===== src/rtl/gearbox_rx_sync.sv =====
// PMA-width to 66-bit RX gearbox with an integrated block-lock state machine.
// When unlocked, it slips the block alignment by one bit at a time until the sync headers line up.
module gearbox_rx_sync #(
  parameter int PMA_W  = 64,
  parameter int HEAD_W = 2,
  parameter int DATA_W = 64,
  parameter int GOOD_N = 64,
  parameter int BAD_N  = 16
) (
  input  logic              clk,
  input  logic              reset,
  input  logic              data_v_i,
  input  logic [PMA_W-1:0]  data_i,
  output logic              valid_o,
  output logic [HEAD_W-1:0] head_o,
  output logic [DATA_W-1:0] data_o,
  output logic              lock_o,
  output logic              slip_o
);

  localparam int BLOCK_W = HEAD_W + DATA_W;
  localparam int BUF_W   = BLOCK_W + PMA_W - 1;
  localparam int CNT_W   = $clog2(BUF_W + 1);
  localparam int SH_W    = $clog2(GOOD_N + 1);
  localparam int BAD_W   = $clog2(BAD_N + 1);

  typedef enum logic {UNLOCKED, LOCKED} state_t;

  state_t             state;
  logic [BUF_W-1:0]   buf_q, buf_a, buf_s;
  logic [CNT_W-1:0]   cnt_q, cnt_a, cnt_s;
  logic [SH_W-1:0]    sh_cnt;
  logic [BAD_W-1:0]   bad_cnt;
  logic               slip_req, slip_go, emit, hdr_good;

  // data_v_i qualifies data_i for one cycle; there is no backpressure, so every valid word is consumed.
  // Bits above cnt_q are always zero, so appending is a plain OR of the shifted word.
  always_comb begin
    buf_a = buf_q;
    cnt_a = cnt_q;
    if (data_v_i) begin
      buf_a = buf_q | ({{(BUF_W-PMA_W){1'b0}}, data_i} << cnt_q);
      cnt_a = cnt_q + CNT_W'(PMA_W);
    end
    slip_go = slip_req && (cnt_a != '0);
    buf_s   = slip_go ? (buf_a >> 1) : buf_a;
    cnt_s   = cnt_a - CNT_W'(slip_go);
    emit    = cnt_s >= CNT_W'(BLOCK_W);
  end

  always_ff @(posedge clk or posedge reset) begin
    if (reset) begin
      buf_q   <= '0;
      cnt_q   <= '0;
      valid_o <= 1'b0;
      head_o  <= '0;
      data_o  <= '0;
      slip_o  <= 1'b0;
    end else begin
      valid_o <= emit;
      slip_o  <= slip_go;
      if (emit) begin
        head_o <= buf_s[HEAD_W-1:0];
        data_o <= buf_s[BLOCK_W-1:HEAD_W];
        buf_q  <= buf_s >> BLOCK_W;
        cnt_q  <= cnt_s - CNT_W'(BLOCK_W);
      end else begin
        buf_q  <= buf_s;
        cnt_q  <= cnt_s;
      end
    end
  end

  assign hdr_good = (head_o == HEAD_W'(1)) || (head_o == HEAD_W'(2));

  // The lock FSM judges the registered block one cycle after valid_o.
  // Stale blocks are ignored while a slip is still pending.
  always_ff @(posedge clk or posedge reset) begin
    if (reset) begin
      state    <= UNLOCKED;
      lock_o   <= 1'b0;
      sh_cnt   <= '0;
      bad_cnt  <= '0;
      slip_req <= 1'b0;
    end else begin
      if (slip_go) slip_req <= 1'b0;
      if (valid_o) begin
        case (state)
          UNLOCKED: begin
            if (!slip_req) begin
              if (hdr_good) begin
                if (sh_cnt == SH_W'(GOOD_N - 1)) begin
                  state   <= LOCKED;
                  lock_o  <= 1'b1;
                  sh_cnt  <= '0;
                  bad_cnt <= '0;
                end else begin
                  sh_cnt <= sh_cnt + 1'b1;
                end
              end else begin
                slip_req <= 1'b1;
                sh_cnt   <= '0;
              end
            end
          end
          LOCKED: begin
            if (!hdr_good && bad_cnt == BAD_W'(BAD_N - 1)) begin
              state    <= UNLOCKED;
              lock_o   <= 1'b0;
              slip_req <= 1'b1;
              sh_cnt   <= '0;
              bad_cnt  <= '0;
            end else if (sh_cnt == SH_W'(GOOD_N - 1)) begin
              sh_cnt  <= '0;
              bad_cnt <= '0;
            end else begin
              sh_cnt <= sh_cnt + 1'b1;
              if (!hdr_good) bad_cnt <= bad_cnt + 1'b1;
            end
          end
          default: state <= UNLOCKED;
        endcase
      end
    end
  end

endmodule


===== config.mk =====
export PLATFORM = sky130hd
export DESIGN_NAME = gearbox_rx_sync
export DESIGN_NICKNAME = d
export VERILOG_FILES = /design/src/rtl/gearbox_rx_sync.sv
export SDC_FILE = /design/constraint.sdc
export NUM_CORES = 1
export LEC_CHECK = 0
export CAP_MARGIN = 20
export CELL_PAD_IN_SITES_DETAIL_PLACEMENT = 1
export CELL_PAD_IN_SITES_GLOBAL_PLACEMENT = 2
export CORE_UTILIZATION = 34
export DETAILED_ROUTE_END_ITERATION = 12
export PLACE_DENSITY = 0.82
export SLEW_MARGIN = 20
export SYNTH_ARGS = -nofsm -noshare
export SYNTH_HDL_FRONTEND = slang
export SYNTH_SLANG_ARGS = --single-unit
export TNS_END_PERCENT = 5

===== constraint.sdc =====
create_clock -name clk -period 8.73 [get_ports clk]
set_input_delay 0.873 -clock clk [delete_from_list [all_inputs] [get_ports clk]]
set_output_delay 0.873 -clock clk [all_outputs]
set_load 0.02 [all_outputs]

After elaboration in Yosys (flattened, before gate mapping). Index checks and enable logic that the tools add are counted. W data, S select, Z words.

Register bits: 220. Word-level logic and storage cells: 70. Input port bits: 67.

Bitwise logic cells: 2. Multiplexer cells: 33. Shift operators: 1. Magnitude comparators: 1. Add/sub/neg operators: 5. Eq/ne operators: 9. Reduce and logical (&&, ||, !) cells: 8.

Operators with widths (count): $mux W129 (3); $or A129 B129 Y129 (1); $shl A64 B8 Y129 (1); $mux W5 (6); $mux W7 (4); $mux W8 (2); $pmux W7 S2 (1); $mux W1 (13); $pmux W5 S2 (1); $reduce_and A5 Y1 (2); $add A8 B7 Y8 const B (1); $ge A8 B7 Y1 const B (1); $reduce_bool A8 Y1 (1); $sub A8 B1 Y8 (1); $sub A8 B7 Y8 const B (1); $add A7 B1 Y7 const B (1); $eq A7 B6 Y1 const B (1); $ne A2 B2 Y1 const B (3); $pmux W1 S2 (3); $add A5 B1 Y5 const B (1); $eq A5 B4 Y1 const B (1); $ne A4 B2 Y1 const B (1); $eq A2 B1 Y1 const B (1); $eq A2 B2 Y1 const B (1); other kinds (6) (7).

Depth between registers and ports, before layout. Gate-level depths: netlist (run 1).

Word-level depth: 9. Mapped depth: 20. Mapped depth without buffers: 13.

Least setup slack after synthesis (run 1). No wires, ideal clock.

Path kind: input to register. Start point: input data_v_i. End point: register cnt_q[5]. Setup slack: 4201 ps. Data arrival time: 4396 ps. Library setup time: 133 ps. Buffers on the path: 4. Stages on the path: 17. Cell sequence: clkbuf_1 -> nor3_1 -> o2111a_1 -> nand2b_1 -> buf_2 -> inv_2 -> clkbuf_1 -> clkbuf_1 -> ha_1 -> nor4b_1 -> xnor2_1 -> nand4_1 -> a22oi_2 -> inv_2 -> and3_1 -> maj3_1 -> xnor2_1.

Word-level cells in the longest chain between the ends: 6. Elaborated cells between the ends (all ways): 7. Classes of those cells: add/sub: 2; order compare: 1; mux: 2; reduce/logical: 2.

RTL lines: start: declaration (RTL line 12) `input logic data_v_i,`; $mux W8 * (RTL line 41) `if (data_v_i) begin`; $reduce_bool A8 Y1 * (RTL line 45) `slip_go = slip_req && (cnt_a != '0);`; $logic_and A1 B1 Y1 * (RTL line 45); via slip_go (RTL line 34) `logic slip_req, slip_go, emit, hdr_good;`; $sub A8 B1 Y8 * (RTL line 47) `cnt_s = cnt_a - CNT_W'(slip_go);`; $sub A8 B7 Y8 or $ge A8 B7 Y1 (tied branches) (RTL line 66, 48); $mux W8 * (RTL line 62) `if (emit) begin`; end signal: assignment (RTL line 66) `cnt_q <= cnt_s - CNT_W'(BLOCK_W);`; end signal: assignment (RTL line 69) `cnt_q <= cnt_s;`; end: declaration (RTL line 31) `logic [CNT_W-1:0] cnt_q, cnt_a, cnt_s;`.

The timed path passes the listed nets; every way through them passes the cells marked *. A chain may end at the register's enable or synchronous reset.

Final worst setup path (run 1).
Start point: register cnt_q[0]. End point: register buf_q[5].

Word-level cells in the longest chain between the ends: 7. Elaborated cells between the ends (all ways): 11. Classes of those cells: add/sub: 2; order compare: 1; shift: 1; mux: 4; bitwise: 1; reduce/logical: 2.

RTL lines: $add A8 B7 Y8 (RTL line 43) `cnt_a = cnt_q + CNT_W'(PMA_W);`; $mux W8 (RTL line 41); $reduce_bool A8 Y1 (RTL line 45); $logic_and A1 B1 Y1 (RTL line 45); $sub A8 B1 Y8 (RTL line 47); $ge A8 B7 Y1 (RTL line 48) `emit = cnt_s >= CNT_W'(BLOCK_W);`; $mux W129 * (RTL line 62); end signal: assignment (RTL line 65) `buf_q <= buf_s >> BLOCK_W;`; end signal: assignment (RTL line 68) `buf_q <= buf_s;`; end: declaration (RTL line 30) `logic [BUF_W-1:0] buf_q, buf_a, buf_s;`.

Every way passes the cells marked *; elsewhere a longest branch is shown, timed or not.

==> impl_results.md, run 1 <==
* IO Count at 136
* R2r setup slk at 3300 ps
* Starting density of the core at 34.4%
* Slowest Stage Delay on Critical Path at 710 ps
* Count of buffers from port buffering at 135
* Hold depth at 2
* DRC at 0
* Share of layout cells above drive strength 1 at 15.5%
* Post-CTS setup buffers at 0
* Largest net degree at the start of global routing at 147
* RSZ-0062 raised after global routing: no
* R2R Path End: buf_q[5]
* Synth Area in XOR/XNOR at 0.568%
* Cell with the most instances after synthesis: dfrtp_1
* Crit. End Element: flip-flop
* GRT Overall Usage at 30.3%
* Max Cap Viol at 0
* Drt initial violations at 1831
* R2R cell count at 14
* Max Slew Vio Count at 0
* Flops & latches, synth at 220
* Hold-fix buffers, CTS at 0
* Max clock buf depth at 3
* Hold Startpoint: data_o[5]
* YS warnings at 0
* Crit Path Max Fanout at 132
* Main synth FF type: dfrtp_1
* CP Launch Type: flip-flop
* Via count at 17875
* Leading area contributor after synthesis: dfrtp_1
* EDFF count, synth at 0
* First-pass GRT wire length at 127 mm
* Setup TNS at 0 ps
* Slowest library cell on the worst path: buf_4
* Yosys top cell area share at 29.7%
* Final worst-path cycle share at 62.2%
* Chip width at 235 microns
* P&R area growth vs syn at 13.9%
* Num CTS Buffers at 26
* Clock sink count at 220
* Full die area at 0.0554 sq mm
* Cells after synthesis at 1938
* Synth Cell Area at 0.0185 sq mm
* PostCTS Resize Cnt at 0
* Vias per inst at 6.67
* Hold WC Path Type: reg -> reg
* Synth top area cells: dfrtp_1, mux4_2, mux2i_1
* Seq/Total Area, Yosys at 29.7%
* Syn Nets at 2011
* Post-synthesis adder-cell area fraction at 0.459%
* Clock Skew at 50.1 ps
* Data required, critical path at 9150 ps
* # rows at 85
* Clk root buf: clkbuf_16
* Number of global-route vias before repair at 18362
* GRT overflow at 0
* DRT antenna net count at 0
* Routed len/inst at 31.6 microns
* Initial antenna violation count at 0
* TritonCTS clock tree: done
* Worst Setup SP: cnt_q[0]
* Die Ht at 235 microns
* HPWL after DPL at 61.9 mm
* Synth Area in Compound Gates at 20.4%
* CTS H-tree depth at 1
* CP dominant cell by count: buf_4
* R2R Path Start: cnt_q[0]
* Placed cells at 2635
* Slew @ Worst Pin at 1180 ps
* Unique masters post-synth at 96
* Drt pass-1 iters at 8
* Ant. Diodes at 0
* Clock latency on the worst-skew pair at 590 ps
* Worst-path clk slew at 80 ps
* Status: finished clean
* Worst EP arrival at 5860 ps
* DRT Wirelength at 84.8 mm
* Synthesized area per cell at 9.56 sq um
* Core box area at 0.0538 sq mm
* GPL Wtd Cong at 1.01
* Crit path to: buf_q[5]
* Layout Nets at 2040
* CP Cell Sequence: buf_4, inv_2, buf_4, o2111a_1, nand2b_4, clkinv_2, ha_1, nor2b_1, xnor2_1, nand4_1, a22oi_2, buf_12, nor2_1, a222oi_1
* Crit Path Category: reg -> reg
* Asr flop ratio synth at 100%
* Simple-gate area share of the yosys netlist at 14.3%
* Mux cell area share after synthesis at 29.6%
* Final worst path period need at 5430 ps
* Final hold violations at 0
* Largest family of logic cells by synthesized area: multiplexers
* Final cell count without fillers at 2680
* Final Core Density at 39.2%
* Max Clock Freq at 184 MHz
* Final setup viols at 0
* Max-slew headroom at 21.4%
* Top cells by count, synth: dfrtp_1, nor2_1, mux2i_1
stage by stage:
stage          hold slack (ps)  setup slack [ps]  cell area, sq um
2_1_floorplan              437              1840             18500
3_3_place_gp               457              3510             20300
3_5_place_dp               468              3230             20300
4_1_cts                    483              3290             21100
5_1_grt                    509              3050             21100
6_report                   475              3300             21100
how the worst min path moves through the flow:
stage	end	slack [ps]
final	data_o[5]	480
after global routing	bad_cnt[4]	510
after CTS	data_o[2]	480
after detailed placement	bad_cnt[4]	470
after global placement	bad_cnt[3]	460
after floorplan	bad_cnt[3]	440
area by class of cell:
| class | instances | area, sq um |
|---|---|---|
| clock buffers | 35 | 714 |
| clock inverters | 10 | 113 |
| fillers | 6086 | 32700 |
| inverters | 27 | 113 |
| multi-input cells | 1519 | 12100 |
| flip-flops and latches | 220 | 5520 |
| well taps | 696 | 871 |
| repair buffers | 173 | 1660 |
flip-flops by register name (all words and copies together), names as in the netlist, 2 cells and up:
name and count:
bad_cnt 5, head_o 2, cnt_q 8, data_o 64
sh_cnt 7, buf_q 129
critical path, delay by kind of cell (launching register included):
| kind | cells | cell delay, ps |
|---|---|---|
| AO/OA/AOI/OAI | 3 | 1160 |
| XOR/XNOR | 1 | 380 |
| adder cells (fa/ha/maj) | 1 | 400 |
| buffers and inverters | 5 | 1950 |
| flip-flops | 1 | 390 |
| AND/OR/NAND/NOR | 4 | 810 |
kinds of logic (layout without fill, tap and decap cells):
logic type / after synthesis / in the layout
flops: 220 / 220
xor+xnor: 12 / 12
simple gates: 578 / 578
compound gates: 540 / 540
buf+inv: 199 / 245
fa+ha+maj: 7 / 7
mux: 382 / 382
layout by cell type, fill, tap and decap left out, drive strengths merged, types with 38 or more instances in the layout:
master	n
dfrtp	220
nor2	204
nand2	169
mux4	123
mux2i	175
a21oi	99
clkdlybuf4s50	135
o21ai	114
mux2	84
nand3	40
buf	38
layer usage:
metal	share of wire [%]	global-route usage, %	vias to the layer above
met3	7.9	5.27	219
met1	40	39.2	9273
met4	5.1	13.3	0
met5	0	0	-
li1	-	-	7519
met2	47	49.5	864
Power of run 1 is not shown: default switching activity piles up to over one toggle a cycle in this logic, so the estimate is an artifact.
==> inputs of run 2 (changes only) <==
==> constraint.sdc (replaced) <==
create_clock -name clk -period 5.7 [get_ports clk]
set_input_delay 0.57 -clock clk [delete_from_list [all_inputs] [get_ports clk]]
set_output_delay 0.57 -clock clk [all_outputs]
set_load 0.02 [all_outputs]
==> impl_results.md, run 2 (synthesis gave the netlist of run 1 again) <==
* CTS H-tree depth at 1 (unchanged)
* Max Slew Vio Count at 0 (unchanged)
* Drt pass-1 iters at 5 (-3)
* Final hold violations at 0 (unchanged)
* Max clock buf depth at 3 (unchanged)
* GRT overflow at 0 (unchanged)
* Worst EP arrival at 4960 ps (-900 ps)
* R2r setup slk at 1190 ps (-2110 ps)
* Final setup viols at 0 (unchanged)
* Final worst path period need at 4510 ps (-919 ps)
* Layout Nets at 2056 (+0.78%)
* Biggest register: buf_q
* Full die area at 0.0554 sq mm (unchanged)
* Clock Skew at 58.1 ps (+8.01 ps)
* Clk root buf: clkbuf_16
* Post-CTS setup buffers at 0 (unchanged)
* GPL Wtd Cong at 1.03 (+2.1%)
* Final worst-path cycle share at 79.2% (+17 points)
* GRT Overall Usage at 30.1% (-0.18 points)
* Starting density of the core at 34.4% (unchanged)
* First-pass GRT wire length at 126 mm (-0.93%)
* Crit Path Max Fanout at 51 (-61%)
* Vias per inst at 6.68 (about the same)
* DRC at 0 (unchanged)
* Routed len/inst at 31.4 microns (-0.89%)
* Via count at 17996 (+0.68%)
* Num CTS Buffers at 25 (-3.8%)
* DRT Wirelength at 84.5 mm (-0.29%)
* Crit. End Element: flip-flop
* Chip width at 235 microns (unchanged)
* Setup TNS at 0 ps (unchanged)
* RSZ-0062 raised after global routing: no
* DRT antenna net count at 0 (unchanged)
* CP dominant cell by count: mux2i_1
* IO Count at 136 (unchanged)
* Hold-fix buffers, CTS at 0 (unchanged)
* Worst-path clk slew at 90 ps (about the same)
* Commonest non-fill, non-tap cell in the layout: dfrtp_1
* Most frequent cells in the layout: dfrtp_1, nor2_1, mux2i_1
* Crit Path Category: reg -> reg
* Drt initial violations at 2079 (+14%)
* Status: finished clean
* Largest net degree at the start of global routing at 102 (-31%)
* Max Clock Freq at 222 MHz (+20%)
* Max Cap Viol at 0 (unchanged)
* Initial antenna violation count at 3 (+3)
* # rows at 85 (unchanged)
* Slowest library cell on the worst path: a211oi_1
* Slowest Stage Delay on Critical Path at 820 ps (+110 ps)
* Data required, critical path at 6140 ps (-3010 ps)
* Slew @ Worst Pin at 1220 ps (+45.7 ps)
* Clock latency on the worst-skew pair at 590 ps (about the same)
* PostCTS Resize Cnt at 0 (unchanged)
* CP Cell Sequence: buf_4, mux4_2, mux2i_1, o22ai_1, a211oi_1, o221ai_1, mux2i_1, o21ai_1
* HPWL after DPL at 62.4 mm (+0.78%)
* CP Launch Type: flip-flop
* Number of global-route vias before repair at 18335 (-0.15%)
* Die Ht at 235 microns (unchanged)
* Largest register FFs at 129 (unchanged)
* Max-slew headroom at 18.4% (-3.0 points)
* TritonCTS clock tree: done
* Core box area at 0.0538 sq mm (unchanged)
* P&R area growth vs syn at 14.9%
* Clock sink count at 220 (unchanged)
* Hold WC Path Type: in -> async
* Count of buffers from port buffering at 135 (unchanged)
* Largest registers: buf_q: 129 flops, data_o: 64 flops, cnt_q: 8 flops
* Share of layout cells above drive strength 1 at 16.4% (+0.83 points)
==> run 2: worst max-delay path: cells and delay by family (launching register included) <==
family | cells | cell delay [ps]
AO/OA/AOI/OAI | 4 | 1610
buffers and inverters | 1 | 660
flip-flops | 1 | 710
multiplexers | 3 | 1360
==> run 2: worst paths after layout <==
| check | startpoint | cells past startpoint | to |
|---|---|---|---|
| setup / recovery | cnt_q[2] | 8 | buf_q[24] |
| hold / removal | reset | 2 | cnt_q[2] |
| setup reg to reg | cnt_q[2] | 8 | buf_q[24] |
| hold reg to reg | data_o[2] | 2 | data_o[2] |
| max in group asynchronous | reset | 4 | buf_q[61] |
| min in group clk | data_o[2] | 2 | data_o[2] |
==> run 2: area by class of cell <==
type	count	area (sq um)
inverters	27	109
multi-input cells	1519	12100
well taps	696	871
repair buffers	190	1840
clock inverters	11	128
diodes	1	2.50
flip-flops and latches	220	5520
fillers	6085	32500
clock buffers	32	692
==> run 2: stage by stage <==
step / hold WS [ps] / utilization, % / instances / cell area [sq um] / setup WS, ps
finish: 294 / 39.5 / 2696 / 21300 / 1190
global route: 338 / 39.5 / 2695 / 21300 / 1050
CTS: 477 / 39.5 / 2694 / 21200 / 1320
detailed placement: 463 / 38.0 / 2651 / 20400 / 1110
global placement: 457 / 38.0 / 2651 / 20400 / 1270
floorplan: 437 / - / 1938 / 18500 / 1470
==> run 2: per-layer routing <==
layer,track usage [%],vias to the layer above,wire (microns)
met5,0,-,32
met4,13.9,4,4620
met3,5.98,264,7310
met2,48.8,1012,39200
met1,38.6,9156,33300
li1,-,7560,-
Power of run 2 is left out for the same reason.
==> inputs of run 3 (changes only) <==
==> constraint.sdc (replaced) <==
create_clock -name clk -period 4.4 [get_ports clk]
set_input_delay 0.44 -clock clk [delete_from_list [all_inputs] [get_ports clk]]
set_output_delay 0.44 -clock clk [all_outputs]
set_load 0.02 [all_outputs]
==> impl_results.md, run 3 (synthesis gave the netlist of run 1 again) <==
* R2R cell count at 8 (unchanged)
* Clock sink count at 220 (unchanged)
* Post-CTS setup buffers at 0 (unchanged)
* IO Count at 136 (unchanged)
* CP Launch Type: flip-flop
* Share of layout cells above drive strength 1 at 19.5% (+3.1 points)
* Largest net degree at the start of global routing at 136 (+33%)
* Chip width at 235 microns (unchanged)
* GRT overflow at 0 (unchanged)
* Clk root buf: clkbuf_16
* GRT Overall Usage at 31.5% (+1.4 points)
* DRT antenna net count at 0 (unchanged)
* CTS H-tree depth at 1 (unchanged)
* Max-slew headroom at 32.7% (+14 points)
* PostCTS Resize Cnt at 0 (unchanged)
* Data required, critical path at 4820 ps (-1320 ps)
* Layout Nets at 2135 (+3.8%)
* Setup TNS at 0 ps (unchanged)
* Initial antenna violation count at 4 (+1)
* Final setup viols at 0 (unchanged)
* Drt pass-1 iters at 6 (+1)
* Final worst path period need at 3980 ps (-532 ps)
* Crit Path Max Fanout at 22 (-57%)
* Largest register FFs at 129 (unchanged)
* Die Ht at 235 microns (unchanged)
* Commonest non-fill, non-tap cell in the layout: dfrtp_1
* Full die area at 0.0554 sq mm (unchanged)
* Worst Setup SP: cnt_q[1]
* Biggest register: buf_q
* Crit Path Category: reg -> reg
* DRC at 0 (unchanged)
* Drt initial violations at 2149 (+3.4%)
* Starting density of the core at 34.4% (unchanged)
* R2R Path Start: cnt_q[1]
* Crit path to: buf_q[47]
* Max Cap Viol at 0 (unchanged)
* RSZ-0062 raised after global routing: no
* Final worst-path cycle share at 90.5% (+11 points)
* Via count at 18415 (+2.3%)
* Final Core Density at 40.7% (+1.2 points)
* DRT Wirelength at 87.7 mm (+3.7%)
* Fillers at 6084 (-0.016%)
* Worst EP arrival at 4410 ps (-550 ps)
* First-pass GRT wire length at 132 mm (+5.0%)
* Clock Skew at 40.5 ps (-17.6 ps)
* GPL Wtd Cong at 1.02 (-0.58%)
* Max Slew Vio Count at 0 (unchanged)
* Max clock buf depth at 3 (unchanged)
* Final hold violations at 0 (unchanged)
* Worst-path clk slew at 80 ps (about the same)
* Slew @ Worst Pin at 1000 ps (-221 ps)
* Hold WS at 360 ps (+66.2 ps)
* Max Clock Freq at 251 MHz (+13%)
* Number of global-route vias before repair at 19046 (+3.9%)
* Core box area at 0.0538 sq mm (unchanged)
* Clock latency on the worst-skew pair at 580 ps (about the same)
* R2r setup slk at 420 ps (-770 ps)
* Hold-fix buffers, CTS at 0 (unchanged)
* # rows at 85 (unchanged)
* Num CTS Buffers at 25 (unchanged)
* Routed len/inst at 31.6 microns (+0.65%)
* Crit. End Element: flip-flop
* Count of buffers from port buffering at 135 (unchanged)
* Vias per inst at 6.63 (-0.69%)
* Hold WC Path Type: in -> async
* TritonCTS clock tree: done
* Most frequent cells in the layout: dfrtp_1, nor2_1, mux2i_1
* R2R Path End: buf_q[47]
* Largest registers: buf_q: 129 flops, data_o: 64 flops, cnt_q: 8 flops
* P&R area growth vs syn at 18.4%
* HPWL after DPL at 66.3 mm (+6.2%)
* Status: finished clean
-- run 3: cell types whose count changed in the layout (fill, tap and decap cells not counted) --
cell        change
clkbuf_4        +1
clkbuf_8        +5
clkinv_2        -2
clkbuf_1        +3
inv_16          -1
nor3_1          +1
bufinv_16       -1
buf_4          +75
inv_6           +2
nor3_2          -2
buf_12          +3
clkinvlp_4      -3
nor3_4          +1
-- run 3: worst min path at each step --
stage               start    endpoint  slack (ps)  depth (start not counted)
6_report            reset    cnt_q[0]         360                          3
5_1_grt             reset    cnt_q[0]         420                          3
4_1_cts             reset    cnt_q[0]         400                          3
3_5_place_dp   data_o[57]  data_o[57]         460                          1
3_3_place_gp   bad_cnt[3]  bad_cnt[3]         460                          1
2_1_floorplan  bad_cnt[3]  bad_cnt[3]         440                          1
-- run 3: layer usage --
layer,track usage [%],vias up,part of all wire [%]
met5,0,-,0.035
met4,15.8,4,6.0
met3,6.06,260,8.6
met2,50.6,1019,46
met1,40.6,9412,39
li1,-,7720,-
-- run 3: area by class of cell --
cell class / count / area, sq um / share of cell area [%]
multi-input combinational: 1519 / 12100 / 55.3
sequential: 220 / 5520 / 25.2
timing repair buffer: 269 / 2470 / 11.3
tap: 696 / 871 / 3.97
clock buffer: 40 / 772 / 3.52
inverter: 27 / 109 / 0.497
clock inverter: 6 / 62.6 / 0.285
antenna: 1 / 2.50 / 0.0114
-- run 3: worst max-delay path: stages (launching register included) --
cell     delay (ps)
dfrtp_4         710
buf_4           340
mux4_1          730
mux4_2          640
mux2i_1         490
nor2_1          140
or3_1           420
o32ai_1         220
mux2i_1         130
-- run 3: per-stage QoR --
step,area [sq um],std cells,worst slack [ps]
2_1_floorplan,18500,1938,304
3_3_place_gp,21100,2730,469
3_5_place_dp,21100,2730,433
4_1_cts,21900,2776,530
5_1_grt,21900,2777,359
6_report,21900,2778,418
Power of run 3 is left out for the same reason.
